### src/rtl/ride_metrics_pkg.sv
// Shared widths, limits and helpers for the ride figures and the display control block.
package ride_metrics_pkg;

    // Output figure widths and limits, shared with the display control block.
    localparam int SPEED_W   = 7;
    localparam int DIST_W    = 14;
    localparam int AVG_W     = 10;
    localparam int SPEED_MAX = 99;
    localparam int DIST_MAX  = 9999;
    localparam int AVG_MAX   = 999;

    // Internal accumulator widths.
    localparam int WIN_MM_W   = 16;  // millimetres in the current speed window
    localparam int MM_W       = 16;  // millimetres not yet folded into metres
    localparam int METERS_W   = 20;  // trip metres
    localparam int HM_W       = 7;   // metres toward the next 0.1 km
    localparam int MOV_HS_W   = 20;  // half-seconds spent moving
    localparam int DIVIDEND_W = 27;  // metres * 72

    // Average-speed divider sequencing.
    typedef enum logic {
        DIV_IDLE = 1'b0,
        DIV_RUN  = 1'b1
    } div_state_e;

    // Q16 factor turning millimetres per window into km/h, rounded to nearest.
    function automatic int speed_mul(input int win_halfsecs);
        return (235929600 + win_halfsecs * 250000) / (win_halfsecs * 500000);
    endfunction

endpackage

### src/rtl/ride_metrics_if.sv
// Ride input strobes and the four ride figures handed to the display control block.
interface ride_metrics_if;
    import ride_metrics_pkg::*;

    logic                half_sec_pulse;
    logic                wheel_raw;
    logic                clear_trip;
    logic [SPEED_W-1:0]  speed;
    logic [SPEED_W-1:0]  max_speed;
    logic [DIST_W-1:0]   distance;
    logic [AVG_W-1:0]    avg_speed;

    modport master (
        output half_sec_pulse, wheel_raw, clear_trip,
        input  speed, max_speed, distance, avg_speed
    );

    modport slave (
        input  half_sec_pulse, wheel_raw, clear_trip,
        output speed, max_speed, distance, avg_speed
    );

endinterface

### src/rtl/ride_metrics_seq_divider.sv
// Restoring divider, one quotient bit per clock; abort drops the divide without a done.
module seq_divider
    import ride_metrics_pkg::*;
#(
    parameter int N_W = 27,
    parameter int D_W = 20
) (
    input  logic           clock,
    input  logic           reset,
    input  logic           start,
    input  logic           abort,
    input  logic [N_W-1:0] dividend,
    input  logic [D_W-1:0] divisor,
    output logic           busy,
    output logic           done,
    output logic [N_W-1:0] quotient
);
    localparam int CNT_W = $clog2(N_W);

    div_state_e       state;
    logic [N_W-1:0]   q_sh;
    logic [D_W-1:0]   rem;
    logic [D_W-1:0]   dsr;
    logic [CNT_W-1:0] cnt;
    logic [D_W:0]     trial;
    logic             fits;
    logic [N_W-1:0]   q_next;

    // The remainder is always below the divisor, so one extra bit holds the trial value.
    assign trial  = {rem, q_sh[N_W-1]};
    assign fits   = (trial >= {1'b0, dsr});
    assign q_next = {q_sh[N_W-2:0], fits};

    // Load on start, then shift-subtract N_W times; done pulses with the final quotient.
    always_ff @(posedge clock or negedge reset) begin
        if (!reset) begin
            state    <= DIV_IDLE;
            q_sh     <= '0;
            rem      <= '0;
            dsr      <= '0;
            cnt      <= '0;
            busy     <= 1'b0;
            done     <= 1'b0;
            quotient <= '0;
        end else begin
            done <= 1'b0;
            if (abort) begin
                state <= DIV_IDLE;
                busy  <= 1'b0;
            end else begin
                case (state)
                    DIV_IDLE: begin
                        if (start) begin
                            q_sh  <= dividend;
                            dsr   <= divisor;
                            rem   <= '0;
                            cnt   <= '0;
                            busy  <= 1'b1;
                            state <= DIV_RUN;
                        end
                    end
                    DIV_RUN: begin
                        rem  <= fits ? D_W'(trial - {1'b0, dsr}) : D_W'(trial);
                        q_sh <= q_next;
                        if (cnt == CNT_W'(N_W - 1)) begin
                            state    <= DIV_IDLE;
                            busy     <= 1'b0;
                            done     <= 1'b1;
                            quotient <= q_next;
                        end else begin
                            cnt <= cnt + CNT_W'(1);
                        end
                    end
                    default: state <= DIV_IDLE;
                endcase
            end
        end
    end

endmodule

### src/rtl/ride_metrics.sv
// Reed-switch front end: window speed, peak speed, trip distance and trip average speed.
module ride_metrics
    import ride_metrics_pkg::*;
#(
    parameter int CIRC_MM         = 2100,
    parameter int WINDOW_HALFSECS = 4,
    parameter int DEBOUNCE_CYCLES = 1000
) (
    input logic           clock,
    input logic           reset,
    ride_metrics_if.slave bus
);
    localparam int SPEED_MUL = speed_mul(WINDOW_HALFSECS);
    localparam int LOCK_W    = $clog2(DEBOUNCE_CYCLES + 2);
    localparam int WCNT_W    = $clog2(WINDOW_HALFSECS + 2);
    localparam int WSUM_W    = WIN_MM_W + 1;

    logic tick;
    logic clear;
    assign tick  = bus.half_sec_pulse;
    assign clear = bus.clear_trip;

    // ---------------- edge detect and debounce ----------------
    logic              sync1, sync2, prev;
    logic [LOCK_W-1:0] lock_cnt;
    logic              pulse;

    assign pulse = sync2 && !prev && (lock_cnt == '0);

    // Synchronise the switch, take rising edges, and ignore bounces for a lockout period.
    always_ff @(posedge clock or negedge reset) begin
        if (!reset) begin
            sync1    <= 1'b0;
            sync2    <= 1'b0;
            prev     <= 1'b0;
            lock_cnt <= '0;
        end else begin
            sync1 <= bus.wheel_raw;
            sync2 <= sync1;
            prev  <= sync2;
            if (pulse)                lock_cnt <= LOCK_W'(DEBOUNCE_CYCLES);
            else if (lock_cnt != '0)  lock_cnt <= lock_cnt - LOCK_W'(1);
        end
    end

    // ---------------- speed window ----------------
    logic [WIN_MM_W-1:0] win_mm;
    logic [WSUM_W-1:0]   win_sum;
    logic [WCNT_W-1:0]   win_cnt;
    logic                win_end;
    logic [31:0]         speed_prod;
    logic [15:0]         speed_kmh;
    logic [SPEED_W-1:0]  new_speed;

    assign win_sum    = {1'b0, win_mm} + WSUM_W'(CIRC_MM);
    assign win_end    = (win_cnt == WCNT_W'(WINDOW_HALFSECS));
    assign speed_prod = 32'(win_mm) * 32'(SPEED_MUL);
    assign speed_kmh  = 16'(speed_prod >> 16);
    assign new_speed  = (speed_kmh > 16'(SPEED_MAX)) ? SPEED_W'(SPEED_MAX) : speed_kmh[SPEED_W-1:0];

    // Accumulate distance and ticks for the window; a pulse on the closing clock opens the next one.
    always_ff @(posedge clock or negedge reset) begin
        if (!reset) begin
            win_mm  <= '0;
            win_cnt <= '0;
        end else if (win_end) begin
            win_mm  <= pulse ? WIN_MM_W'(CIRC_MM) : '0;
            win_cnt <= tick ? WCNT_W'(1) : '0;
        end else begin
            if (pulse) win_mm  <= win_sum[WIN_MM_W] ? '1 : win_sum[WIN_MM_W-1:0];
            if (tick)  win_cnt <= win_cnt + WCNT_W'(1);
        end
    end

    // ---------------- distance chain ----------------
    logic [MM_W-1:0]     mm_acc;
    logic [METERS_W-1:0] meters;
    logic [HM_W-1:0]     hm_cnt;
    logic [DIST_W-1:0]   distance;
    logic                carry;

    assign carry = (mm_acc >= MM_W'(1000));

    // Fold revolutions into millimetres and drain one metre per clock toward 0.1 km steps.
    always_ff @(posedge clock or negedge reset) begin
        if (!reset) begin
            mm_acc   <= '0;
            meters   <= '0;
            hm_cnt   <= '0;
            distance <= '0;
        end else if (clear) begin
            mm_acc   <= '0;
            meters   <= '0;
            hm_cnt   <= '0;
            distance <= '0;
        end else begin
            mm_acc <= mm_acc + (pulse ? MM_W'(CIRC_MM) : '0) - (carry ? MM_W'(1000) : '0);
            if (carry) begin
                if (meters != '1) meters <= meters + METERS_W'(1);
                if (hm_cnt == HM_W'(99)) begin
                    hm_cnt <= '0;
                    if (distance != DIST_W'(DIST_MAX)) distance <= distance + DIST_W'(1);
                end else begin
                    hm_cnt <= hm_cnt + HM_W'(1);
                end
            end
        end
    end

    // ---------------- moving time ----------------
    logic                moved;
    logic [MOV_HS_W-1:0] mov_hs;

    // Count half-seconds in which the wheel turned; a pulse on the tick belongs to the next one.
    always_ff @(posedge clock or negedge reset) begin
        if (!reset) begin
            moved  <= 1'b0;
            mov_hs <= '0;
        end else begin
            if (tick)       moved <= pulse;
            else if (pulse) moved <= 1'b1;
            if (clear)                                 mov_hs <= '0;
            else if (tick && moved && mov_hs != '1)    mov_hs <= mov_hs + MOV_HS_W'(1);
        end
    end

    // ---------------- average speed divider ----------------
    logic                  div_start, div_busy, div_done;
    logic [DIVIDEND_W-1:0] dividend, quotient;

    // 0.1 km/h = metres * 3.6 * 10 / (half-seconds / 2) = metres * 72 / half-seconds.
    assign dividend  = DIVIDEND_W'(meters) * DIVIDEND_W'(72);
    assign div_start = win_end && !clear && !div_busy && (mov_hs != '0);

    seq_divider #(
        .N_W (DIVIDEND_W),
        .D_W (MOV_HS_W)
    ) u_div (
        .clock    (clock),
        .reset    (reset),
        .start    (div_start),
        .abort    (clear),
        .dividend (dividend),
        .divisor  (mov_hs),
        .busy     (div_busy),
        .done     (div_done),
        .quotient (quotient)
    );

    // ---------------- published figures ----------------
    logic [SPEED_W-1:0] speed, max_speed;
    logic [AVG_W-1:0]   avg_speed;

    // Publish window speed, track the peak, and write back the average when the divide lands.
    always_ff @(posedge clock or negedge reset) begin
        if (!reset) begin
            speed     <= '0;
            max_speed <= '0;
            avg_speed <= '0;
        end else begin
            if (win_end) speed <= new_speed;
            if (clear) begin
                max_speed <= '0;
                avg_speed <= '0;
            end else begin
                if (win_end && new_speed > max_speed) max_speed <= new_speed;
                if (win_end && mov_hs == '0)
                    avg_speed <= '0;
                else if (div_done)
                    avg_speed <= (quotient > DIVIDEND_W'(AVG_MAX)) ? AVG_W'(AVG_MAX) : quotient[AVG_W-1:0];
            end
        end
    end

    assign bus.speed     = speed;
    assign bus.max_speed = max_speed;
    assign bus.distance  = distance;
    assign bus.avg_speed = avg_speed;

endmodule

### src/flat_wrapper.sv
// flat-port wrapper written by rule: the top's interface ports become plain ports
module ride_metrics_flat import ride_metrics_pkg::*;
#(
    parameter int CIRC_MM         = 2100,
    parameter int WINDOW_HALFSECS = 4,
    parameter int DEBOUNCE_CYCLES = 1000
)
  (clock, reset, bus_half_sec_pulse, bus_wheel_raw, bus_clear_trip, bus_speed, bus_max_speed, bus_distance, bus_avg_speed);
  ride_metrics_if bus_i ();
  input logic clock;
  input logic reset;
  input wire logic [$bits(bus_i.half_sec_pulse)-1:0] bus_half_sec_pulse;
  input wire logic [$bits(bus_i.wheel_raw)-1:0] bus_wheel_raw;
  input wire logic [$bits(bus_i.clear_trip)-1:0] bus_clear_trip;
  output wire logic [$bits(bus_i.speed)-1:0] bus_speed;
  output wire logic [$bits(bus_i.max_speed)-1:0] bus_max_speed;
  output wire logic [$bits(bus_i.distance)-1:0] bus_distance;
  output wire logic [$bits(bus_i.avg_speed)-1:0] bus_avg_speed;
  assign bus_i.half_sec_pulse = bus_half_sec_pulse;
  assign bus_i.wheel_raw = bus_wheel_raw;
  assign bus_i.clear_trip = bus_clear_trip;
  assign bus_speed = bus_i.speed;
  assign bus_max_speed = bus_i.max_speed;
  assign bus_distance = bus_i.distance;
  assign bus_avg_speed = bus_i.avg_speed;
  ride_metrics #(.CIRC_MM(CIRC_MM), .WINDOW_HALFSECS(WINDOW_HALFSECS), .DEBOUNCE_CYCLES(DEBOUNCE_CYCLES)) u_core (.clock(clock), .reset(reset), .bus(bus_i));
endmodule
### config.mk
export PLATFORM = sky130hd
export DESIGN_NAME = ride_metrics_flat
export DESIGN_NICKNAME = d
export VERILOG_FILES = /design/src/rtl/ride_metrics_pkg.sv /design/src/rtl/ride_metrics_if.sv /design/src/rtl/ride_metrics_seq_divider.sv /design/src/rtl/ride_metrics.sv /design/src/flat_wrapper.sv
export SDC_FILE = /design/constraint.sdc
export NUM_CORES = 1
export LEC_CHECK = 0
export BUFFER_PORTS_ARGS = -buffer_cell sky130_fd_sc_hd__buf_2
export CORE_MARGIN = 3
export CORE_UTILIZATION = 25
export DETAILED_ROUTE_END_ITERATION = 16
export GPL_ROUTABILITY_DRIVEN = 0
export PLACE_DENSITY = 0.45
export SLEW_MARGIN = 20
export SYNTH_ARGS = -nofsm -noshare
export SYNTH_HDL_FRONTEND = slang
export SYNTH_SLANG_ARGS = --single-unit
### constraint.sdc
create_clock -name clock -period 12.5 [get_ports clock]
set_input_delay 2.5 -clock clock [delete_from_list [all_inputs] [get_ports clock]]
set_output_delay 2.5 -clock clock [all_outputs]
set_load 0.03 [all_outputs]
# == Word level (Yosys, flattened, before mapping) ==
# Index checks and enable logic that the tools add are counted.
# word_totals
latchBits,0
mem_bits_rw,0
mem_bits_ro,0
register_bits,236
mem_count,0
# classes
n_mul,2
n_eq_ne,10
bitwise_logic,2
div_mod_pow,0
shift,0
addsub,11
n_reduce_logical,34
n_lt_le_gt_ge,5
muxes,51
# ops
cell,count
$mux W20,7
$mux W10,7
$mux W16,4
$mux W14,4
$pmux W27 S2,1
$mux W7,6
$add A20 B1 Y20 const B,2
$ne A20 B20 Y1 const B,2
$pmux W20 S2,1
$gt A27 B10 Y1 const B,1
$mux W27,1
$mul A20 B4 Y24 const B,1
$mul A16 B6 Y22 const B,1
$ge A21 B20 Y1,1
$logic_not A20 Y1,1
$reduce_bool A2 Y1,10
$reduce_bool A20 Y1,1
$sub A20 B20 Y20,1
$add A16 B12 Y17 const B,1
$add A16 B16 Y16,1
$ge A16 B10 Y1 const B,1
$sub A16 B16 Y16,1
$add A14 B1 Y14 const B,1
$ne A14 B14 Y1 const B,1
26 further kinds,57

# == Logic depth before layout (Yosys ltp) ==
# Gate-level depths: netlist of the first run.
# logic_depth
depth_word,7
mapped_depth,26
ltp_nobuf,25

# == Cells and area by module ==
# From an unflattened synthesis of the first run, not the netlist that was laid out.
# unflattened
hier_cells,1658
hier_area_um2,15591.2
# modules_own_cells
module,cells_per_inst,seq_area_each_um2,area_per_inst_um2,instances
ride_metrics,1117,3278.1,10211.0,1
seq_divider,541,2552.4,5380.2,1

# == Worst setup path before layout of the first run ==
# Ideal clock, no wire load.
# synth_path
path_kind,register -> register
startpoint,reg u_core.win_mm[10]
endpoint,reg u_core.max_speed[0] (netlist: u_core.bus.max_speed[0])
stages_incl_launch_ff,24
required_time_ns,12.406
slack_ns,6.843
arrival_ns,5.563
n_path_buf,1
synth_period_minus_slack_ns,5.657
path_cell_list,dfrtp_1 > inv_1 > fa_1 > inv_1 > fa_1 > inv_1 > fa_1 > inv_1 > ha_1 > buf_6 > a21o_1 > a21o_1 > a221o_1 > or4_1 > o211ai_1 > nand4_1 > ha_1 > a21o_1 > a21oi_1 > nor3_1 > a211oi_1 > and3_1 > nor2_1 > a211oi_1
# synth_between
elab_chain_len,6
word_cells_on_any_way,8
cone_classes,1 x mul; 2 x order compare; 3 x mux; 2 x reduce/logical
# synth_rtl
element,line_no,text
"start, declared",ride_metrics.sv:47,logic [WIN_MM_W-1:0] win_mm;
"start signal, assigned",ride_metrics.sv:67,win_mm <= pulse ? WIN_MM_W'(CIRC_MM) : '0;
"start signal, assigned",ride_metrics.sv:70,if (pulse) win_mm <= win_sum[WIN_MM_W] ? '1 : win_sum[WIN_MM_W-1:0];
$mul A16 B6 Y22 (*),ride_metrics.sv:57,assign speed_prod = 32'(win_mm) * 32'(SPEED_MUL);
$gt A7 B7 Y1,ride_metrics.sv:59,assign new_speed = (speed_kmh > 16'(SPEED_MAX)) ? SPEED_W'(SPEED_MAX) : speed_kmh[SPEED_W-1:0];
$mux W7 (*),ride_metrics.sv:59,
named net u_core.new_speed[1],ride_metrics.sv:53,logic [SPEED_W-1:0] new_speed;
$gt A7 B7 Y1 (*),ride_metrics.sv:166,if (win_end && new_speed > max_speed) max_speed <= new_speed;
$logic_and A1 B1 Y1 (*),ride_metrics.sv:166,
$reduce_bool A2 Y1 (no line) (*),n/a,
"end signal, assigned",ride_metrics.sv:166,
"end, declared",ride_metrics.sv:151,"logic [SPEED_W-1:0] speed, max_speed;"
# The timed path passes the listed nets; every way through them passes the cells marked *. The select of a mux whose other input is x is not followed.
# A chain may end at the register's enable or synchronous reset.

# == Worst setup path in the final report of the first run ==
# layout_path
startpoint,reg u_core.win_mm[11]
endpoint,reg u_core.max_speed[6] (netlist: u_core.bus.max_speed[6])
# Same word-level chain as after synthesis.

==> impl_metrics.py, run 1 <==
metrics = {
    "setup_path": {
        "worstPathMaxFanout": 8,
        "critPathArrivalTime_ns": 7.04,
        "critical_path.slowest_cell": "a2111oi_0",
        "end_kind": "register",
        "critical_path.cell_chain": "inv_1 -> fa_1 -> inv_1 -> fa_1 -> inv_1 -> fa_1 -> inv_1 -> ha_1 -> and4_1 -> a2111oi_0 -> o21ai_0 -> xnor2_1 -> and3_1 -> o211ai_1 -> nand4_1 -> ha_1 -> a21o_1 -> a21oi_1 -> nor3_1 -> a211oi_1 -> and3_1 -> nor2_1 -> a211oi_1",
        "critical_path_class": "reg -> reg",
        "required_ns": 12.96,
        "cp-start-kind": "register",
        "crit_path_start": "u_core.win_mm[11]",
        "r2r-start": "u_core.win_mm[11]",
        "crit_top_cell": "inv_1",
        "slowest_delay_ns": 0.70,
    },
    "die": {
        "io_pins": 43,
        "die_area_um2": 64400,
        "initial_utilization": 0.254,
        "fp.dieH_um": 254,
        "die_w_um": 254,
        "core_um2": 60600,
        "rows": 90,
    },
    "timing": {
        "period_minus_slack_ns": 6.58,
        "worst_pin_slew_ns": 1.05,
        "finalCritPeriodShare": 0.526,
        "drv_slew": 0,
        "max_slew_margin": 0.298,
        "setup_viol": 0,
        "fin_ws_ns": 5.92,
        "clock_skew_ns": 0.0266,
        "finalHoldViolations": 0,
        "tns_ns": 0,
        "clock.fmax_mhz": 152,
        "rsz0062_at_grt": "no",
    },
    "cts": {
        "cts-resized-gates": 0,
        "numCtsBuffers": 29,
        "cts_root_buffer": "clkbuf_16",
        "postCtsSetupRepairBufs": 0,
        "cts.htree.levels": 1,
        "cts_tree": "yes",
        "cts_sinks": 233,
        "clock_latency_ns": 0.58,
        "cts_max_path_buffers": 3,
        "cts_hold_buf": 0,
        "clkTransAtPathRegs_ns": 0.06,
    },
    "pwr": {
        "pwr-share-clk": 0.331,
        "power_switching_uw": 914,
        "p_comb_frac": 0.319,
        "powerDensity_nw_per_um2": 150,
        "internal_power_uw": 1710,
        "ir_drop_mv": 0.0793,
        "power_uw": 2620,
        "swShare": 0.348,
        "power_frac_seq": 0.349,
        "power.leakage_uw": 0.00825,
    },
    "synthesis": {
        "synth_nets": 1830,
        "ys_top_cells_by_count": "dfrtp_1 (233), inv_1 (160), nand2_1 (150)",
        "synth_cell_type_count": 70,
        "ys.flop_type": "dfrtp_1",
        "syn_area_um2": 15400,
        "ys_ff_latch": 233,
        "synth_most_common_cell": "dfrtp_1",
        "ys_async_sr_fraction": 1.00,
        "synth_top_area_share": 0.380,
        "synth_edf_count": 0,
        "yosysTopAreaCell": "dfrtp_1",
        "synth.area.top_cells": "dfrtp_1 (38%), ha_1 (12%), fa_1 (5.3%)",
        "syn_area_per_cell_um2": 9.37,
        "synth_cells": 1639,
        "yosysWarnings": 0,
        "yosysSeqAreaShare": 0.380,
    },
    "layout": {
        "multi_input_area_um2": 8720,
        "antenna_cells": 0,
        "area_growth_pct": 13.6,
        "stdcell_count": 2478,
        "nets": 1865,
        "register_area_um2": 5830,
        "drive_gt1_frac": 0.0961,
        "nFillCells": 6440,
    },
    "grt": {
        "grt-ovfl-total": 0,
        "grt_start_max_net_pins": 100,
        "grt_pass1_wl_um": 61400,
        "grtUsageTotal": 0.114,
        "grt_pass1_vias": 11785,
        "antenna_found_initial": 0,
    },
    "placed_design": {
        "port_buffers": 42,
        "pre_cts_slack_ns": 6.13,
        "dp_cells": 2425,
        "hpwlAfterDp_um": 25600,
    },
    "routing": {
        "ant_nets": 0,
        "drc": 0,
        "firstDrtPassIters": 5,
        "wl_per_cell_um": 14.4,
        "vias": 11550,
        "routed_wl_um": 35700,
        "via_per_inst": 4.66,
        "first_iter_violations": 755,
    },
    "min_path": {
        "hold_path_class": "reg -> reg",
        "min_from": "u_core.sync1",
    },
    "run_status": {
        "status": "finished, final reports clean",
    },
    "run": {
        "drv_cap": 0,
    },
}
## layer usage
metal	share of wire	GRT usage	routed length [um]	vias to the layer above
met3	0.030	0.0163	1080	59
met2	0.44	0.181	15800	140
met1	0.51	0.164	18000	5587
met4	0.023	0.0262	819	0
met5	0	0	0	-
li1	-	-	-	5764
## final timing paths
check / slack [ns] / end / cells after the start
max in group asynchronous: 9.10 / u_core.u_div.q_sh[18] / 2
worst max-delay path: 5.92 / u_core.bus.max_speed[6] / 23
min in group asynchronous: 1.97 / u_core.u_div.rem[6] / 1
worst min-delay path: 0.35 / u_core.sync2 / 0
worst min register to register: 0.35 / u_core.sync2 / 0
worst max register to register: 5.92 / u_core.bus.max_speed[6] / 23
## power by group through the flow
stage                     clock, uW  sequential (uW)  combinational, uW
after floorplan                   0              910                652
final                           869              916                838
after detailed placement          0              928                843
after global routing            938              930                988
after global placement            0              928                837
after CTS                       908              916                857
## per-stage QoR
step / instance area (um2) / utilization / hold slack (ns)
CTS: 17500 / 0.288 / 0.354
detailed placement: 16500 / 0.272 / 0.341
finish: 17500 / 0.288 / 0.349
floorplan: 15400 / - / 0.331
global placement: 16500 / 0.272 / 0.335
global route: 17500 / 0.288 / 0.363
## layout make-up
class,count,area share
Multi-Input combinational cell,1194,0.500
Sequential cell,233,0.334
Tap cell,782,0.0561
Clock buffer,38,0.0470
Inverter,160,0.0344
Timing Repair Buffer,56,0.0186
Clock inverter,15,0.0100
## registers in the layout (all words and copies together), names as in the netlist, 3 cells and up
register / count
u_core.u_div.cnt: 5
u_core.bus.distance: 14
u_core.lock_cnt: 10
u_core.meters: 20
u_core.win_mm: 15
u_core.bus.speed: 7
u_core.u_div.q_sh: 27
u_core.bus.avg_speed: 10
u_core.bus.max_speed: 7
u_core.hm_cnt: 7
u_core.mov_hs: 20
u_core.u_div.rem: 20
u_core.mm_acc: 14
u_core.win_cnt: 3
u_core.u_div.quotient: 27
u_core.u_div.dsr: 20
## cell usage in the layout, fill, tap and decap left out, types with 45 or more instances in the layout
cell / n
o21ai_0: 108
ha_1: 145
xor2_1: 60
nor2_1: 141
inv_1: 160
a21oi_1: 87
nand2_1: 150
nor3_1: 45
dfrtp_1: 233
## kinds of logic (layout without fill, tap and decap cells)
group           after synthesis  after routing  share of synthesized area
mux                          59             59                     0.0409
xor+xnor                     97             97                     0.0553
fa+ha+maj                   186            186                      0.172
flops                       233            233                      0.380
simple gates                525            525                      0.165
buf+inv                     212            269                     0.0530
compound gates              327            327                      0.135
## critical path, delay by kind of cell, from the launching register on
kind            cells  cell delay [ns]
fa+ha+maj           5             2.34
buf+inv             4             0.33
simple gates        6             1.12
xor+xnor            1             0.18
compound gates      7             2.05
flops               1             0.44
Power figures use the tool's default switching activity.
==> run 2: changes to the inputs <==
--- a/config.mk
+++ b/config.mk
@@ -10,7 +10,7 @@
 export CORE_UTILIZATION = 25
 export DETAILED_ROUTE_END_ITERATION = 16
 export GPL_ROUTABILITY_DRIVEN = 0
-export PLACE_DENSITY = 0.45
+export PLACE_DENSITY = 0.46
 export SLEW_MARGIN = 20
 export SYNTH_ARGS = -nofsm -noshare
 export SYNTH_HDL_FRONTEND = slang
==> constraint.sdc (replaced) <==
create_clock -name clock -period 5.75 [get_ports clock]
set_input_delay 1.15 -clock clock [delete_from_list [all_inputs] [get_ports clock]]
set_output_delay 1.15 -clock clock [all_outputs]
set_load 0.03 [all_outputs]
==> run 2 against run 1 <==
Compared with the run above:
- clock power increased by 110%
- critical path type unchanged
- largest cell class unchanged
- cell count increased by 2.6%
- worst hold slack got worse by 0.0052 ns
==> impl_metrics.py, run 2 (synthesized netlist as in run 1, its figures left out) <==
metrics = {
    "run_status": {
        "status": "finished, final reports clean",
    },
    "grt": {
        "grt_start_max_net_pins": 143,
        "grt_pass1_vias": 12023,
        "grt_pass1_wl_um": 60900,
        "antenna_found_initial": 1,
        "grtUsageTotal": 0.113,
        "grt-ovfl-total": 0,
    },
    "routing": {
        "vias": 11796,
        "ant_nets": 0,
        "via_per_inst": 4.64,
        "first_iter_violations": 535,
        "wl_per_cell_um": 14.3,
        "drc": 0,
        "routed_wl_um": 36300,
        "firstDrtPassIters": 5,
    },
    "die": {
        "fp.dieH_um": 254,
        "die_w_um": 254,
        "initial_utilization": 0.254,
        "core_um2": 60600,
        "io_pins": 43,
        "die_area_um2": 64400,
        "rows": 90,
    },
    "min_path": {
        "hold_path_class": "reg -> reg",
    },
    "setup_path": {
        "crit_path_start": "u_core.win_mm[12]",
        "required_ns": 6.17,
        "r2r-start": "u_core.win_mm[12]",
        "end_kind": "register",
        "reg2reg_slack_ns": 0.25,
        "rr_endpoint": "u_core.bus.max_speed[6]",
        "worstPathMaxFanout": 6,
        "critical_path_class": "reg -> reg",
        "critPathArrivalTime_ns": 5.92,
        "slowest_delay_ns": 0.56,
        "critical_path.slowest_cell": "fa_1",
        "worst_setup_path_endpoint": "u_core.bus.max_speed[6]",
        "cp-start-kind": "register",
        "reg2reg_depth": 27,
    },
    "pwr": {
        "power_frac_seq": 0.338,
        "p_comb_frac": 0.344,
        "power.leakage_uw": 0.00861,
        "power_switching_uw": 2050,
        "pwr-share-clk": 0.318,
        "power_uw": 5850,
        "powerDensity_nw_per_um2": 322,
        "swShare": 0.351,
        "internal_power_uw": 3800,
        "ir_drop_mv": 0.216,
    },
    "timing": {
        "finalHoldViolations": 0,
        "finalCritPeriodShare": 0.957,
        "timing.hold.ws_ns": 0.344,
        "setup_viol": 0,
        "worst_pin_slew_ns": 1.07,
        "drv_slew": 0,
        "period_minus_slack_ns": 5.50,
        "clock_skew_ns": 0.0158,
        "clock.fmax_mhz": 182,
        "tns_ns": 0,
        "max_slew_margin": 0.286,
        "fin_ws_ns": 0.249,
        "rsz0062_at_grt": "yes",
    },
    "placed_design": {
        "pre_cts_slack_ns": -0.169,
        "hpwlAfterDp_um": 25900,
        "port_buffers": 42,
    },
    "layout": {
        "reg_top3": "u_core.u_div.q_sh (27), u_core.u_div.quotient (27)",
        "finish.utilization": 0.300,
        "nets": 1931,
        "antenna_cells": 0,
        "nFillCells": 6383,
        "register_area_um2": 5830,
        "final_common_cell": "dfrtp_1",
        "area_growth_pct": 18.5,
        "layout_common_cells": "dfrtp_1 (233), nand2_1 (149), inv_1 (145)",
        "drive_gt1_frac": 0.158,
        "multi_input_area_um2": 8970,
    },
    "cts": {
        "cts_tree": "yes",
        "cts_root_buffer": "clkbuf_16",
        "cts_sinks": 233,
        "cts.htree.levels": 1,
        "clkTransAtPathRegs_ns": 0.06,
        "clock_latency_ns": 0.58,
        "cts_max_path_buffers": 3,
        "numCtsBuffers": 29,
        "cts_hold_buf": 0,
    },
    "run": {
        "drv_cap": 0,
    },
}
[run 2: metrics by stage]
stage,std cells,cell area [um2]
after global placement,2481,16900
after floorplan,1639,15400
after CTS,2535,17900
after global routing,2543,18200
after detailed placement,2481,16900
final,2543,18200
[run 2: power by group through the flow]
stage | Clock (uW) | Sequential, uW | Combinational, uW
global route | 2010 | 2000 | 2340
detailed placement | 0 | 2000 | 1910
floorplan | 0 | 1980 | 1420
CTS | 1930 | 1980 | 1970
global placement | 0 | 2000 | 1900
finish | 1860 | 1980 | 2020
[run 2: how the worst min path moves through the flow]
stage,endpoint,from,depth (start not counted)
after floorplan,u_core.sync2,u_core.sync1,0
after global placement,u_core.sync2,u_core.sync1,0
after detailed placement,u_core.sync2,u_core.sync1,0
after CTS,u_core.sync2,u_core.sync1,0
after global routing,u_core.sync2,u_core.sync1,0
final,u_core.sync2,u_core.sync1,0
[run 2: repair_timing]
item / CTS / global route
setup buffers: 2 / 8
endpoints found under the setup margin: 7 / 7
pin swaps: 9 / 47
gates cloned: 0 / 0
hold endpoints to repair: 0 / 0
gates resized for setup: 12 / 54
[run 2: critical path: cells and delay by family (launching register included)]
family	cells	cell delay, ns
fa+ha+maj	5	2.11
simple gates	8	1.28
buf+inv	9	0.84
compound gates	5	0.74
flops	1	0.36
[run 2: per-layer routing]
metal	global-route usage	vias to the layer above	share of wire
met5	0	-	0
met4	0.0203	0	0.014
met3	0.0183	40	0.033
met2	0.186	145	0.45
met1	0.158	5723	0.50
li1	-	5888	-
[run 2: layout make-up]
| cell class | count | area share |
|---|---|---|
| well taps | 782 | 0.0538 |
| clock buffers | 41 | 0.0462 |
| repair buffers | 122 | 0.0464 |
| clock inverters | 11 | 0.00695 |
| inverters | 160 | 0.0330 |
| multi-input cells | 1194 | 0.493 |
| flip-flops and latches | 233 | 0.320 |
==> run 3: changes to the inputs <==
--- a/config.mk
+++ b/config.mk
@@ -10,6 +10,7 @@
 export CORE_UTILIZATION = 25
 export DETAILED_ROUTE_END_ITERATION = 16
 export GPL_ROUTABILITY_DRIVEN = 0
+export GPL_TIMING_DRIVEN = 0
 export PLACE_DENSITY = 0.46
 export SLEW_MARGIN = 20
 export SYNTH_ARGS = -nofsm -noshare
==> run 3 against run 2 <==
Compared with the run above:
- utilization about the same
- die area stayed put
- cell count up 0.31%
- setup slack got worse by 0.24 ns
- largest cell class unchanged
- count of clock-buffer cells in the layout is the same
- critical path type unchanged
==> impl_metrics.py, run 3 (synthesized netlist as in run 1, its figures left out) <==
metrics = {
    "routing": {
        "first_iter_violations": 519,
        "drc": 0,
        "firstDrtPassIters": 4,
        "vias": 11767,
        "ant_nets": 0,
        "via_per_inst": 4.61,
        "top_layer": "met4",
        "routed_wl_um": 37900,
        "dr_wl_met2_um": 16800,
        "met1Wirelength_um": 19500,
        "dr_wl_met3_um": 1050,
        "wl_per_cell_um": 14.8,
    },
    "cts": {
        "cts_hold_buf": 0,
        "clkTransAtPathRegs_ns": 0.06,
        "clock_latency_ns": 0.58,
        "cts.htree.levels": 1,
        "cts_max_path_buffers": 3,
        "cts_root_buffer": "clkbuf_16",
        "cts_sinks": 233,
        "numCtsBuffers": 29,
        "cts_tree": "yes",
    },
    "setup_path": {
        "r2r-start": "u_core.win_mm[11]",
        "cp-start-kind": "register",
        "critical_path.cell_chain": "inv_4 -> fa_1 -> inv_2 -> fa_1 -> inv_2 -> fa_1 -> inv_2 -> ha_4 -> buf_8 -> nand3_4 -> or3_4 -> o211a_4 -> or3_4 -> a211o_1 -> nand4_1 -> ha_1 -> a21o_1 -> a21oi_2 -> nor3_2 -> a211oi_2 -> and3_4 -> buf_4 -> or3_1 -> a21oi_1",
        "reg2reg_slack_ns": 0.005,
        "end_kind": "register",
        "reg2reg_depth": 24,
        "worstPathMaxFanout": 8,
        "critPathArrivalTime_ns": 6.15,
        "required_ns": 6.16,
        "critical_path.slowest_cell": "fa_1",
        "slowest_delay_ns": 0.55,
        "critical_path_class": "reg -> reg",
        "rr_endpoint": "u_core.bus.max_speed[3]",
    },
    "die": {
        "rows": 90,
        "die_w_um": 254,
        "fp.dieH_um": 254,
        "io_pins": 43,
        "die_area_um2": 64400,
        "initial_utilization": 0.254,
        "core_um2": 60600,
    },
    "pwr": {
        "powerDensity_nw_per_um2": 322,
        "ir_drop_mv": 0.204,
        "power.leakage_uw": 0.00848,
    },
    "timing": {
        "max_slew_margin": 0.343,
        "clock_skew_ns": 0.0232,
        "timing.hold.ws_ns": 0.359,
        "drv_slew": 0,
        "finalHoldViolations": 0,
        "period_minus_slack_ns": 5.74,
        "finalCritPeriodShare": 0.999,
        "worst_pin_slew_ns": 0.986,
        "rsz0062_at_grt": "yes",
        "setup_viol": 0,
        "clock.fmax_mhz": 174,
    },
    "grt": {
        "antenna_found_initial": 1,
        "grt_pass1_vias": 11943,
        "grt_pass1_wl_um": 63100,
        "grtUsageTotal": 0.119,
        "grt_start_max_net_pins": 73,
        "grt-ovfl-total": 0,
    },
    "layout": {
        "finish.utilization": 0.300,
        "nets": 1940,
        "area_growth_pct": 18.3,
        "drive_gt1_frac": 0.145,
        "antenna_cells": 0,
        "layout_common_cells": "dfrtp_1 (223), nand2_1 (150), inv_1 (146)",
        "final_common_cell": "dfrtp_1",
        "reg_top3": "u_core.u_div.q_sh (27), u_core.u_div.quotient (27)",
    },
    "run_status": {
        "status": "finished, final reports clean",
    },
    "min_path": {
        "hold_path_end": "u_core.sync2",
        "min_from": "u_core.sync1",
        "hold_path_class": "reg -> reg",
        "min_path_cells": 0,
    },
    "placed_design": {
        "port_buffers": 41,
        "hpwlAfterDp_um": 28000,
    },
    "run": {
        "drv_cap": 0,
    },
}
-- run 3: power by group --
part | total, uW | switching (uW) | leakage, uW | internal [uW]
clock network | 1840 | 757 | 0.000477 | 1080
logic | 2010 | 1150 | 0.00494 | 864
registers | 2010 | 175 | 0.00306 | 1830
total | 5850 | 2080 | 0.00848 | 3770
-- run 3: layer usage --
metal	track usage	up-vias
li1	-	5902
met1	0.172	5696
met2	0.191	133
met3	0.0165	36
met4	0.0215	0
met5	0	-
-- run 3: per-stage QoR --
stage          instances  TNS (ns)  total power (uW)  instance area (um2)  worst slack (ns)
4_1_cts             2526         0              5820                17800           0.00174
3_3_place_gp        2462   -217.52              3840                16500            -0.935
6_report            2551         0              5850                18200           0.00540
2_1_floorplan       1639         0              3400                15400            0.0927
3_5_place_dp        2465     -4.05              3880                16600            -0.623
5_1_grt             2551     -1.30              6350                18200            -0.204
-- run 3: final cells by class --
cell class	count	area (um2)
buffer	52	223
clock buffer	41	851
clock inverter	10	105
fill	6387	42400
inverter	160	617
multi-input combinational	1194	9000
sequential	233	5840
tap	782	978
timing repair buffer	79	561
-- run 3: worst max-delay path: cells and delay by family, from the launching register on --
kind                       cells  cell delay, ns
adders and majority gates      5            2.11
DFF                            1            0.40
buffers and inverters          6            0.43
AOI/OAI and AO/OA              6            1.27
and+or+nand+nor                7            1.37
-- run 3: repair_timing --
item                                    4_1_cts  5_1_grt
endpoints found under the setup margin        7        7
setup buffers                                10       25
endpoints found under the hold margin         0        0
pin swaps                                     8       44
cloned                                        0        0
resized for setup                            40       52
-- run 3: worst max path at each step --
stage | slack (ns) | cells after the start | startpoint | to
3_3_place_gp | -0.93 | 1 | reset | u_core.bus.distance[6]
5_1_grt | -0.20 | 23 | u_core.win_mm[9] | u_core.bus.max_speed[5]
4_1_cts | 0.002 | 24 | u_core.win_mm[11] | u_core.bus.max_speed[3]
2_1_floorplan | 0.09 | 23 | u_core.win_mm[10] | u_core.bus.max_speed[0]
6_report | 0.005 | 24 | u_core.win_mm[11] | u_core.bus.max_speed[3]
3_5_place_dp | -0.62 | 24 | u_core.win_mm[11] | u_core.bus.max_speed[0]
